File: src/rtl/stepper_pkg.sv
// Shared definitions for the stepper pulse path: pulse FSM state encoding
// (kept identical to the step_gen encoding) and direction encoding.
package stepper_pkg;

    localparam logic [1:0] STEP_PULSE_IDLE      = 2'd0;
    localparam logic [1:0] STEP_PULSE_DIR_SETUP = 2'd1;
    localparam logic [1:0] STEP_PULSE_HIGH      = 2'd2;
    localparam logic [1:0] STEP_PULSE_LOW       = 2'd3;

    typedef enum logic [1:0] {
        ST_IDLE      = STEP_PULSE_IDLE,
        ST_DIR_SETUP = STEP_PULSE_DIR_SETUP,
        ST_HIGH      = STEP_PULSE_HIGH,
        ST_LOW       = STEP_PULSE_LOW
    } pulse_state_e;

    // Direction bit as driven on dir_out: 1 means negative travel.
    localparam logic DIR_POS = 1'b0;
    localparam logic DIR_NEG = 1'b1;

endpackage

File: src/rtl/step_rate_dda.sv
// Prescaled phase accumulator: every TICK_DIV clocks it adds |velocity| and
// raises a one-cycle step request on each carry out of ACC_WIDTH bits.
// ACC_WIDTH is expected to be at least 16 so |velocity| (up to 2^15) fits.
module step_rate_dda
    import stepper_pkg::*;
#(
    parameter int ACC_WIDTH = 16,
    parameter int TICK_DIV  = 10
) (
    input  logic        clk,
    input  logic        rst_n,
    input  logic        enable,
    input  logic        ext_mode,
    input  logic [15:0] velocity,
    output logic        req,
    output logic        req_dir
);

    localparam int PW = (TICK_DIV > 1) ? $clog2(TICK_DIV) : 1;

    logic [PW-1:0]        presc;
    logic                 tick;
    logic [16:0]          vel_abs;
    logic [ACC_WIDTH-1:0] acc;
    logic [ACC_WIDTH:0]   sum;
    logic                 acc_run;

    // |velocity| at 17 bits so that -32768 maps to +32768.
    always_comb begin
        vel_abs = velocity[15] ? (17'd0 - {1'b1, velocity}) : {1'b0, velocity};
        tick    = (presc == PW'(TICK_DIV - 1));
        acc_run = enable && !ext_mode && tick;
        sum     = {1'b0, acc} + (ACC_WIDTH + 1)'(vel_abs);
        req     = acc_run && sum[ACC_WIDTH];
        req_dir = velocity[15] ? DIR_NEG : DIR_POS;
    end

    // Free-running prescaler, wraps after TICK_DIV-1.
    always_ff @(posedge clk or negedge rst_n) begin
        if (!rst_n)
            presc <= '0;
        else if (tick)
            presc <= '0;
        else
            presc <= presc + PW'(1);
    end

    // Accumulator advances only on enabled ticks outside external mode.
    always_ff @(posedge clk or negedge rst_n) begin
        if (!rst_n)
            acc <= '0;
        else if (acc_run)
            acc <= sum[ACC_WIDTH-1:0];
    end

endmodule

File: src/rtl/step_pulse_gen.sv
// Converts step requests (from the DDA or from external step/dir) into timed
// STEP/DIR pulses with DIR setup time, and tracks the absolute step position.
// Request handshake: a request is a single-cycle pulse with no ready; it lands
// in a one-deep pending slot, and if the slot is still full (not consumed
// this cycle) the request is dropped and the sticky overrun flag is raised.
module step_pulse_gen
    import stepper_pkg::*;
#(
    parameter int ACC_WIDTH        = 16,
    parameter int TICK_DIV         = 10,
    parameter int PULSE_CYCLES     = 4,
    parameter int DIR_SETUP_CYCLES = 2
) (
    input  logic        clk,
    input  logic        rst_n,
    input  logic        enable,
    input  logic [15:0] velocity,
    input  logic        ext_mode,
    input  logic        ext_step_rise,
    input  logic        ext_dir,
    input  logic        pos_load,
    input  logic [31:0] pos_load_val,
    input  logic        overrun_clr,
    output logic        step_out,
    output logic        dir_out,
    output logic [31:0] step_pos,
    output logic [1:0]  coil_phase,
    output logic        busy,
    output logic        overrun,
    output logic [1:0]  state_dbg
);

    localparam int MAX_CNT = (PULSE_CYCLES > DIR_SETUP_CYCLES) ? PULSE_CYCLES : DIR_SETUP_CYCLES;
    localparam int CNT_W   = (MAX_CNT > 1) ? $clog2(MAX_CNT) : 1;

    pulse_state_e state;
    logic [CNT_W-1:0] cnt;
    logic dda_req, dda_dir;
    logic req, req_dir;
    logic pend_valid, pend_dir;
    logic consume, drop, enter_high;

    step_rate_dda #(
        .ACC_WIDTH(ACC_WIDTH),
        .TICK_DIV (TICK_DIV)
    ) u_dda (
        .clk     (clk),
        .rst_n   (rst_n),
        .enable  (enable),
        .ext_mode(ext_mode),
        .velocity(velocity),
        .req     (dda_req),
        .req_dir (dda_dir)
    );

    // Request source select and slot/FSM handover conditions.
    always_comb begin
        req        = ext_mode ? ext_step_rise : dda_req;
        req_dir    = ext_mode ? ext_dir : dda_dir;
        consume    = (state == ST_IDLE) && pend_valid;
        drop       = req && pend_valid && !consume;
        enter_high = (consume && (pend_dir == dir_out)) ||
                     ((state == ST_DIR_SETUP) && (cnt == '0));
    end

    // One-deep pending request slot.
    always_ff @(posedge clk or negedge rst_n) begin
        if (!rst_n) begin
            pend_valid <= 1'b0;
            pend_dir   <= DIR_POS;
        end else if (req && !drop) begin
            pend_valid <= 1'b1;
            pend_dir   <= req_dir;
        end else if (consume) begin
            pend_valid <= 1'b0;
        end
    end

    // Sticky overrun; a new drop beats a simultaneous clear.
    always_ff @(posedge clk or negedge rst_n) begin
        if (!rst_n)
            overrun <= 1'b0;
        else if (drop)
            overrun <= 1'b1;
        else if (overrun_clr)
            overrun <= 1'b0;
    end

    // Pulse FSM with one shared down-counter and registered STEP/DIR.
    always_ff @(posedge clk or negedge rst_n) begin
        if (!rst_n) begin
            state    <= ST_IDLE;
            cnt      <= '0;
            step_out <= 1'b0;
            dir_out  <= DIR_POS;
        end else begin
            case (state)
                ST_IDLE: begin
                    if (pend_valid) begin
                        if (pend_dir != dir_out) begin
                            dir_out <= pend_dir;
                            cnt     <= CNT_W'(DIR_SETUP_CYCLES - 1);
                            state   <= ST_DIR_SETUP;
                        end else begin
                            step_out <= 1'b1;
                            cnt      <= CNT_W'(PULSE_CYCLES - 1);
                            state    <= ST_HIGH;
                        end
                    end
                end
                ST_DIR_SETUP: begin
                    if (cnt == '0) begin
                        step_out <= 1'b1;
                        cnt      <= CNT_W'(PULSE_CYCLES - 1);
                        state    <= ST_HIGH;
                    end else begin
                        cnt <= cnt - CNT_W'(1);
                    end
                end
                ST_HIGH: begin
                    if (cnt == '0) begin
                        step_out <= 1'b0;
                        cnt      <= CNT_W'(PULSE_CYCLES - 1);
                        state    <= ST_LOW;
                    end else begin
                        cnt <= cnt - CNT_W'(1);
                    end
                end
                ST_LOW: begin
                    if (cnt == '0)
                        state <= ST_IDLE;
                    else
                        cnt <= cnt - CNT_W'(1);
                end
                default: state <= ST_IDLE;
            endcase
        end
    end

    // Position counter: load wins over the step taken on entry to HIGH.
    always_ff @(posedge clk or negedge rst_n) begin
        if (!rst_n)
            step_pos <= '0;
        else if (pos_load)
            step_pos <= pos_load_val;
        else if (enter_high)
            step_pos <= (dir_out == DIR_NEG) ? step_pos - 32'd1 : step_pos + 32'd1;
    end

    // Status outputs derived from registered state.
    always_comb begin
        coil_phase = step_pos[1:0];
        busy       = (state != ST_IDLE) || pend_valid;
        state_dbg  = state;
    end

endmodule

File: config.mk
export PLATFORM = sky130hd
export DESIGN_NAME = step_pulse_gen
export DESIGN_NICKNAME = d
export VERILOG_FILES = /design/src/rtl/stepper_pkg.sv /design/src/rtl/step_rate_dda.sv /design/src/rtl/step_pulse_gen.sv
export SDC_FILE = /design/constraint.sdc
export NUM_CORES = 1
export LEC_CHECK = 0
export BUFFER_PORTS_ARGS = -buffer_cell sky130_fd_sc_hd__buf_2
export CAP_MARGIN = 10
export CORE_AREA = 2 2 129 131
export DETAILED_ROUTE_END_ITERATION = 7
export DIE_AREA = 0 0 131 133
export PLACE_DENSITY = 0.66
export SETUP_SLACK_MARGIN = 0.2
export SLEW_MARGIN = 20
export SYNTH_ARGS = -nofsm -noshare
export SYNTH_HDL_FRONTEND = slang
export SYNTH_HIERARCHICAL = 1
export SYNTH_SLANG_ARGS = --single-unit
File: constraint.sdc
create_clock -name clk -period 3.2 [get_ports clk]
set_input_delay 0.64 -clock clk [delete_from_list [all_inputs] [get_ports clk]]
set_output_delay 0.64 -clock clk [all_outputs]
set_load 0.1 [all_outputs]
==> out/qor.yml, run 1 <==
start_util: 0.343
vias: 5341
rsz0062_at_grt: "true"
status: "completed"
io-pin-count: 96
hold_class: "input port to asynchronous set/reset pin"
synth_warnings: 6
nets: 907
layout_setup_ws_ns: 0.277
core_area_mm2: 0.0162
fin_util: 0.435
synth_async_sr_flop_share: 1.00
grt_use_total: 0.179
antenna_found_initial: 0
cp.arrival_ns: 3.15
synthMostInstantiatedCell: "nand2_1"
grt_max_degree: 42
cap_viol_max_count: 0
cts_buffer_depth: 2
tightestPinTransition_ns: 0.632
finClkSkew_ns: 0.00701
clkLatencyLatePin_ns: 0.35
criticalPathCategory: "input port to register"
fin_crit_sh: 0.914
synth-edff-count: 0
synth_top_cell_by_area: "dfrtp_1"
drive_gt1_frac: 0.259
via_per_inst: 5.23
synth_top_area_frac: 0.276
grt-ovfl-total: 0
worstPathMaxFanout: 3
antenna_cells: 0
hpwl_um: 11500
place_area_mm2: 0.00654
cts_tree: "built"
wirelength_um: 15500
drc: 0
yosysSeqAreaShare: 0.276
root_buffer: "clkbuf_16"
slew_headroom: 0.579
nFillCells: 1608
finalMaxSlewViolations: 0
post-place-ws_ns: -0.0804
ys_top_cells_by_area: "dfrtp_1 28%, ha_1 12%, a21oi_1 6.2%, nand2_1 5.2%, xnor2_1 5.1%"
die_w_um: 131
die_height_um: 133
synthesis.area_mm2: 0.00554
fmax_mhz: 342
synthFlopType: "dfrtp_1"
setup_viol: 0
drtPass1Iterations: 4
htreeDepth: 3
cts.sinks: 61
synthCells: 674
hold_viol: 0
design_area_mm2: 0.00703
drt.antenna.violating_nets: 0
synth-seq-cells: 61
ctsHoldBuffers: 0
endpoint_kind: "register"
rows: 47
dieArea_mm2: 0.0174
area_growth_syn_to_layout_pct: 27.0
grt_pass1_wl_um: 25000
port_buffers: 95
syn_nets: 784
synthTopCellsByCount: "77 x nand2_1, 69 x a21oi_1, 61 x dfrtp_1"
cts_made_buffers: 9
drt_iter0_drc: 245
clk_pin_slew_ns: 0.05
gp_congestion: 0.900
synth_cell_types: 65
synth_area_per_cell_um2: 8.22
fin_crit_ns: 2.92
first_global_vias: 5166
start_kind: "input port"
wl_per_cell_um: 15.1
worstPathRequired_ns: 3.43
==> state kept, by name (all words and copies together) (netlist names) <==
signal       flops
pend_valid       1
overrun          1
u_dda/acc       16
state_dbg        2
step_out         1
u_dda/presc      4
dir_out          1
cnt              2
step_pos        32
pend_dir         1
==> per-layer routing <==
metal,up-vias,GRT usage,part of all wire
li1,2709,-,-
met1,2468,0.228,0.43
met2,147,0.305,0.50
met3,17,0.0352,0.052
met4,0,0.0479,0.015
met5,-,0,0
==> cell type report <==
| type | instances | area, µm² | area share |
|---|---|---|---|
| repair buffers | 145 | 857 | 0.122 |
| clock buffers | 11 | 253 | 0.0359 |
| multi-input cells | 555 | 3910 | 0.556 |
| clock inverters | 5 | 106 | 0.0151 |
| inverters | 25 | 98.8 | 0.0141 |
| flip-flops and latches | 61 | 1530 | 0.218 |
| well taps | 220 | 275 | 0.0391 |
==> critical path, cell delays in order <==
cell and delay, ns:
buf_2 0.14, inv_4 0.06, ha_4 0.13, nand2b_4 0.07, nor3_4 0.15, nand3b_1 0.09, nand2_1 0.08, xnor2_1 0.06
ha_1 0.33, inv_1 0.07, o21bai_1 0.23, o211ai_1 0.11, a21o_1 0.17, a211oi_2 0.18, mux2i_1 0.13, a21oi_1 0.15
mux2_2 0.34
==> cells by family after synthesis <==
kind of cell,share of synthesized area
AO/OA/AOI/OAI,0.283
multiplexers,0.0287
buffers and inverters,0.0427
XOR/XNOR,0.0775
AND/OR/NAND/NOR,0.168
flip-flops,0.276
adder cells (fa/ha/maj),0.125
==> metrics by stage <==
| step | instances | TNS, ns | hold slack, ns |
|---|---|---|---|
| 6_report | 1022 | 0 | 0.315 |
| 3_5_place_dp | 1000 | -0.0804 | 0.477 |
| 5_1_grt | 1022 | 0 | 0.364 |
| 4_1_cts | 1016 | 0 | 0.332 |
| 2_1_floorplan | 674 | 0 | 0.344 |
| 3_3_place_gp | 1000 | -0.0151 | 0.476 |
==> cells in the final DEF, fill, tap and decap left out, drive strengths merged, types with 6 or more instances in the layout <==
| master | synthesis | final |
|---|---|---|
| a22oi | 7 | 7 |
| xor2 | 17 | 17 |
| o22ai | 14 | 14 |
| a21o | 19 | 19 |
| ha | 52 | 52 |
| nor2b | 6 | 6 |
| nand2 | 77 | 77 |
| mux2i | 8 | 8 |
| o31ai | 7 | 7 |
| nand3 | 16 | 16 |
| a21oi | 74 | 74 |
| nor3 | 12 | 12 |
| mux2 | 7 | 7 |
| inv | 25 | 25 |
| nor2 | 50 | 50 |
| o21ai | 55 | 55 |
| buf | 9 | 143 |
| xnor2 | 32 | 32 |
| a211oi | 6 | 6 |
| clkbuf | 24 | 13 |
| dfrtp | 61 | 61 |
| nand4 | 10 | 10 |
| a31oi | 7 | 7 |
| o21bai | 10 | 10 |
==> worst paths after layout <==
path | startpoint | end | slack, ns | cells past startpoint
min in group clk | u_dda/acc[3]$_DFFE_PN0P_ | u_dda/acc[3]$_DFFE_PN0P_ | 0.48 | 2
worst max-delay path | velocity[0] | pend_dir$_DFFE_PN0P_ | 0.28 | 17
max in group asynchronous | rst_n | step_pos[13]$_DFFE_PN0P_ | 2.18 | 2
worst min-delay path | rst_n | u_dda/acc[15]$_DFFE_PN0P_ | 0.31 | 1
worst max register to register | dir_out$_DFFE_PN0P_ | step_pos[31]$_DFFE_PN0P_ | 0.29 | 11
worst min register to register | u_dda/acc[3]$_DFFE_PN0P_ | u_dda/acc[3]$_DFFE_PN0P_ | 0.48 | 2
==> timing repair <==
item,4_1_cts,5_1_grt
endpoints found under the hold margin,0,0
buffers inserted,0,6
endpoints found under the setup margin,0,11
resized for setup,0,15
Power of run 1 is left out: the tool's default activity adds up to more than one toggle a clock period on the data nets, which glitch-free logic cannot reach.
==> run 2: changes to the inputs <==
--- a/config.mk
+++ b/config.mk
@@ -5,12 +5,12 @@
 export SDC_FILE = /design/constraint.sdc
 export NUM_CORES = 1
 export LEC_CHECK = 0
-export BUFFER_PORTS_ARGS = -buffer_cell sky130_fd_sc_hd__buf_2
+export BUFFER_PORTS_ARGS = -buffer_cell sky130_fd_sc_hd__clkbuf_2
 export CAP_MARGIN = 10
-export CORE_AREA = 2 2 129 131
+export CORE_AREA = 2 2 114 116
 export DETAILED_ROUTE_END_ITERATION = 7
-export DIE_AREA = 0 0 131 133
-export PLACE_DENSITY = 0.66
+export DIE_AREA = 0 0 116 118
+export PLACE_DENSITY = 0.78
 export SETUP_SLACK_MARGIN = 0.2
 export SLEW_MARGIN = 20
 export SYNTH_ARGS = -nofsm -noshare
==> out/qor.yml, run 2 (synthesis gave the netlist of run 1 again) <==
timing.rr.end: "step_pos[31]$_DFFE_PN0P_"
drt_iter0_drc: 241  # -1.6%
crit_slowest_cell: "mux2_2"
hold_viol: 0  # unchanged
first_global_vias: 5145  # -0.41%
worstPathMaxFanout: 4  # +1
area_growth_syn_to_layout_pct: 26.8
finalMaxSlewViolations: 0  # unchanged
root_buffer: "clkbuf_16"
gp_congestion: 0.932  # +3.6%
rr_startpoint: "dir_out$_DFFE_PN0P_"
cts_buffer_depth: 2  # unchanged
setup_tns_ns: 0  # unchanged
start_kind: "input port"
start_util: 0.446  # +0.104
cts_made_buffers: 9  # unchanged
cp_common_cell: "ha_4"
ctsHoldBuffers: 0  # unchanged
grt_max_degree: 38  # -9.5%
worstPathRequired_ns: 3.41  # -0.02 ns
nFillCells: 1135  # -29%
rsz0062_at_grt: "true"
hold_class: "input port to asynchronous set/reset pin"
worst_r2r_path_depth: 10  # -1
wl_per_cell_um: 14.9  # -1.2%
largest_reg_flops: 32  # unchanged
drive_gt1_frac: 0.267  # +0.00764
finClkSkew_ns: 0.0112  # +0.00415 ns
cp.arrival_ns: 3.17  # +0.02 ns
nets: 915  # +0.88%
grt_pass1_wl_um: 23800  # -4.9%
drtPass1Iterations: 5  # +1
io-pin-count: 96  # unchanged
slew_headroom: 0.504  # -0.0754
reg_top3: "step_pos x32, u_dda/acc x16, u_dda/presc x4"
r2r_slack_ns: 0.25  # -0.04 ns
via_per_inst: 5.57  # +6.5%
slowest_delay_ns: 0.34  # about the same
fin_crit_sh: 0.925  # +0.0118
antenna_found_initial: 0  # unchanged
fin_crit_ns: 2.96  # +0.0378 ns
port_buffers: 95  # unchanged
tightestPinTransition_ns: 0.745  # +0.113 ns
drc: 0  # unchanged
vias: 5461  # +2.2%
die_w_um: 116  # -11%
rows: 41  # -13%
grt-ovfl-total: 0  # unchanged
dieArea_mm2: 0.0137  # -21%
cts_tree: "built"
setup_viol: 0  # unchanged
regMostFlops: "step_pos"
cts.sinks: 61  # unchanged
antenna_cells: 0  # unchanged
path_cells: "buf_8 -> inv_6 -> ha_4 -> nand2b_4 -> nor3_4 -> nand3_2 -> nand2_2 -> xnor2_2 -> ha_4 -> o21ai_2 -> a31oi_2 -> nor2_2 -> a21o_1 -> a211oi_2 -> mux2i_1 -> a21oi_1 -> mux2_2"
core_area_mm2: 0.0124  # -23%
cap_viol_max_count: 0  # unchanged
status: "completed"
clk_pin_slew_ns: 0.06  # about the same
endpoint_kind: "register"
hpwl_um: 11000  # -3.8%
drt.antenna.violating_nets: 0  # unchanged
final_cell_mix: "93 x clkbuf_2, 76 x nand2_1, 68 x a21oi_1"
die_height_um: 118  # -11%
clkLatencyLatePin_ns: 0.33  # -0.02 ns
criticalPathCategory: "input port to register"
layout_commonest_cell: "clkbuf_2"
fmax_mhz: 338  # -1.3%
htreeDepth: 3  # unchanged
grt_use_total: 0.213  # +0.0346
wirelength_um: 14700  # -5.1%
[run 2: cell types whose count changed in the layout (fill, tap and decap cells not counted), sizes merged]
| cell | change |
|---|---|
| buf | -83 |
| clkbuf | +91 |
| bufinv | -1 |
[run 2: cell type report]
cell class,count,area [µm²],share of cell area
clock buffers,11,243,0.0345
multi-input cells,555,3920,0.558
repair buffers,153,943,0.134
well taps,172,215,0.0306
flip-flops and latches,61,1530,0.218
clock inverters,4,72.6,0.0103
inverters,25,101,0.0144
[run 2: stage by stage]
step | instance area [µm²] | util | instances | hold slack, ns | worst slack [ns]
after floorplan | 5610 | - | 674 | 0.344 | 0.184
after global placement | 6540 | 0.527 | 958 | 0.476 | -0.0774
after detailed placement | 6540 | 0.527 | 958 | 0.477 | -0.175
after CTS | 6900 | 0.556 | 976 | 0.403 | 0.204
after global routing | 7030 | 0.566 | 981 | 0.446 | 0.0953
final | 7030 | 0.566 | 981 | 0.358 | 0.239
[run 2: worst max-delay path by stage]
stage | startpoint | end | slack, ns
floorplan | velocity[9] | pend_dir$_DFFE_PN0P_ | 0.18
global placement | velocity[1] | pend_dir$_DFFE_PN0P_ | -0.08
detailed placement | velocity[0] | pend_dir$_DFFE_PN0P_ | -0.17
CTS | velocity[0] | pend_dir$_DFFE_PN0P_ | 0.20
global route | velocity[1] | pend_dir$_DFFE_PN0P_ | 0.1
finish | velocity[1] | pend_dir$_DFFE_PN0P_ | 0.24
[run 2: critical path, delay by kind of cell]
family / cells / cell delay [ns]
multiplexers: 2 / 0.47
AND/OR/NAND/NOR: 5 / 0.60
XOR/XNOR: 1 / 0.09
buffers and inverters: 2 / 0.16
AO/OA/AOI/OAI: 5 / 0.78
adder cells (fa/ha/maj): 2 / 0.42
[run 2: per-layer routing]
metal | up-vias | global-route usage | routed length [µm]
li1 | 2736 | - | -
met1 | 2562 | 0.273 | 6460
met2 | 147 | 0.371 | 7270
met3 | 16 | 0.0371 | 712
met4 | 0 | 0.0491 | 210
met5 | - | 0 | 0
[run 2: repair_timing]
action,in CTS,in global routing
endpoints found under the setup margin,1,12
pin swaps,4,17
cloned,0,0
resized for setup,5,21
buffers inserted,3,5
Power of run 2 is left out for the same reason.
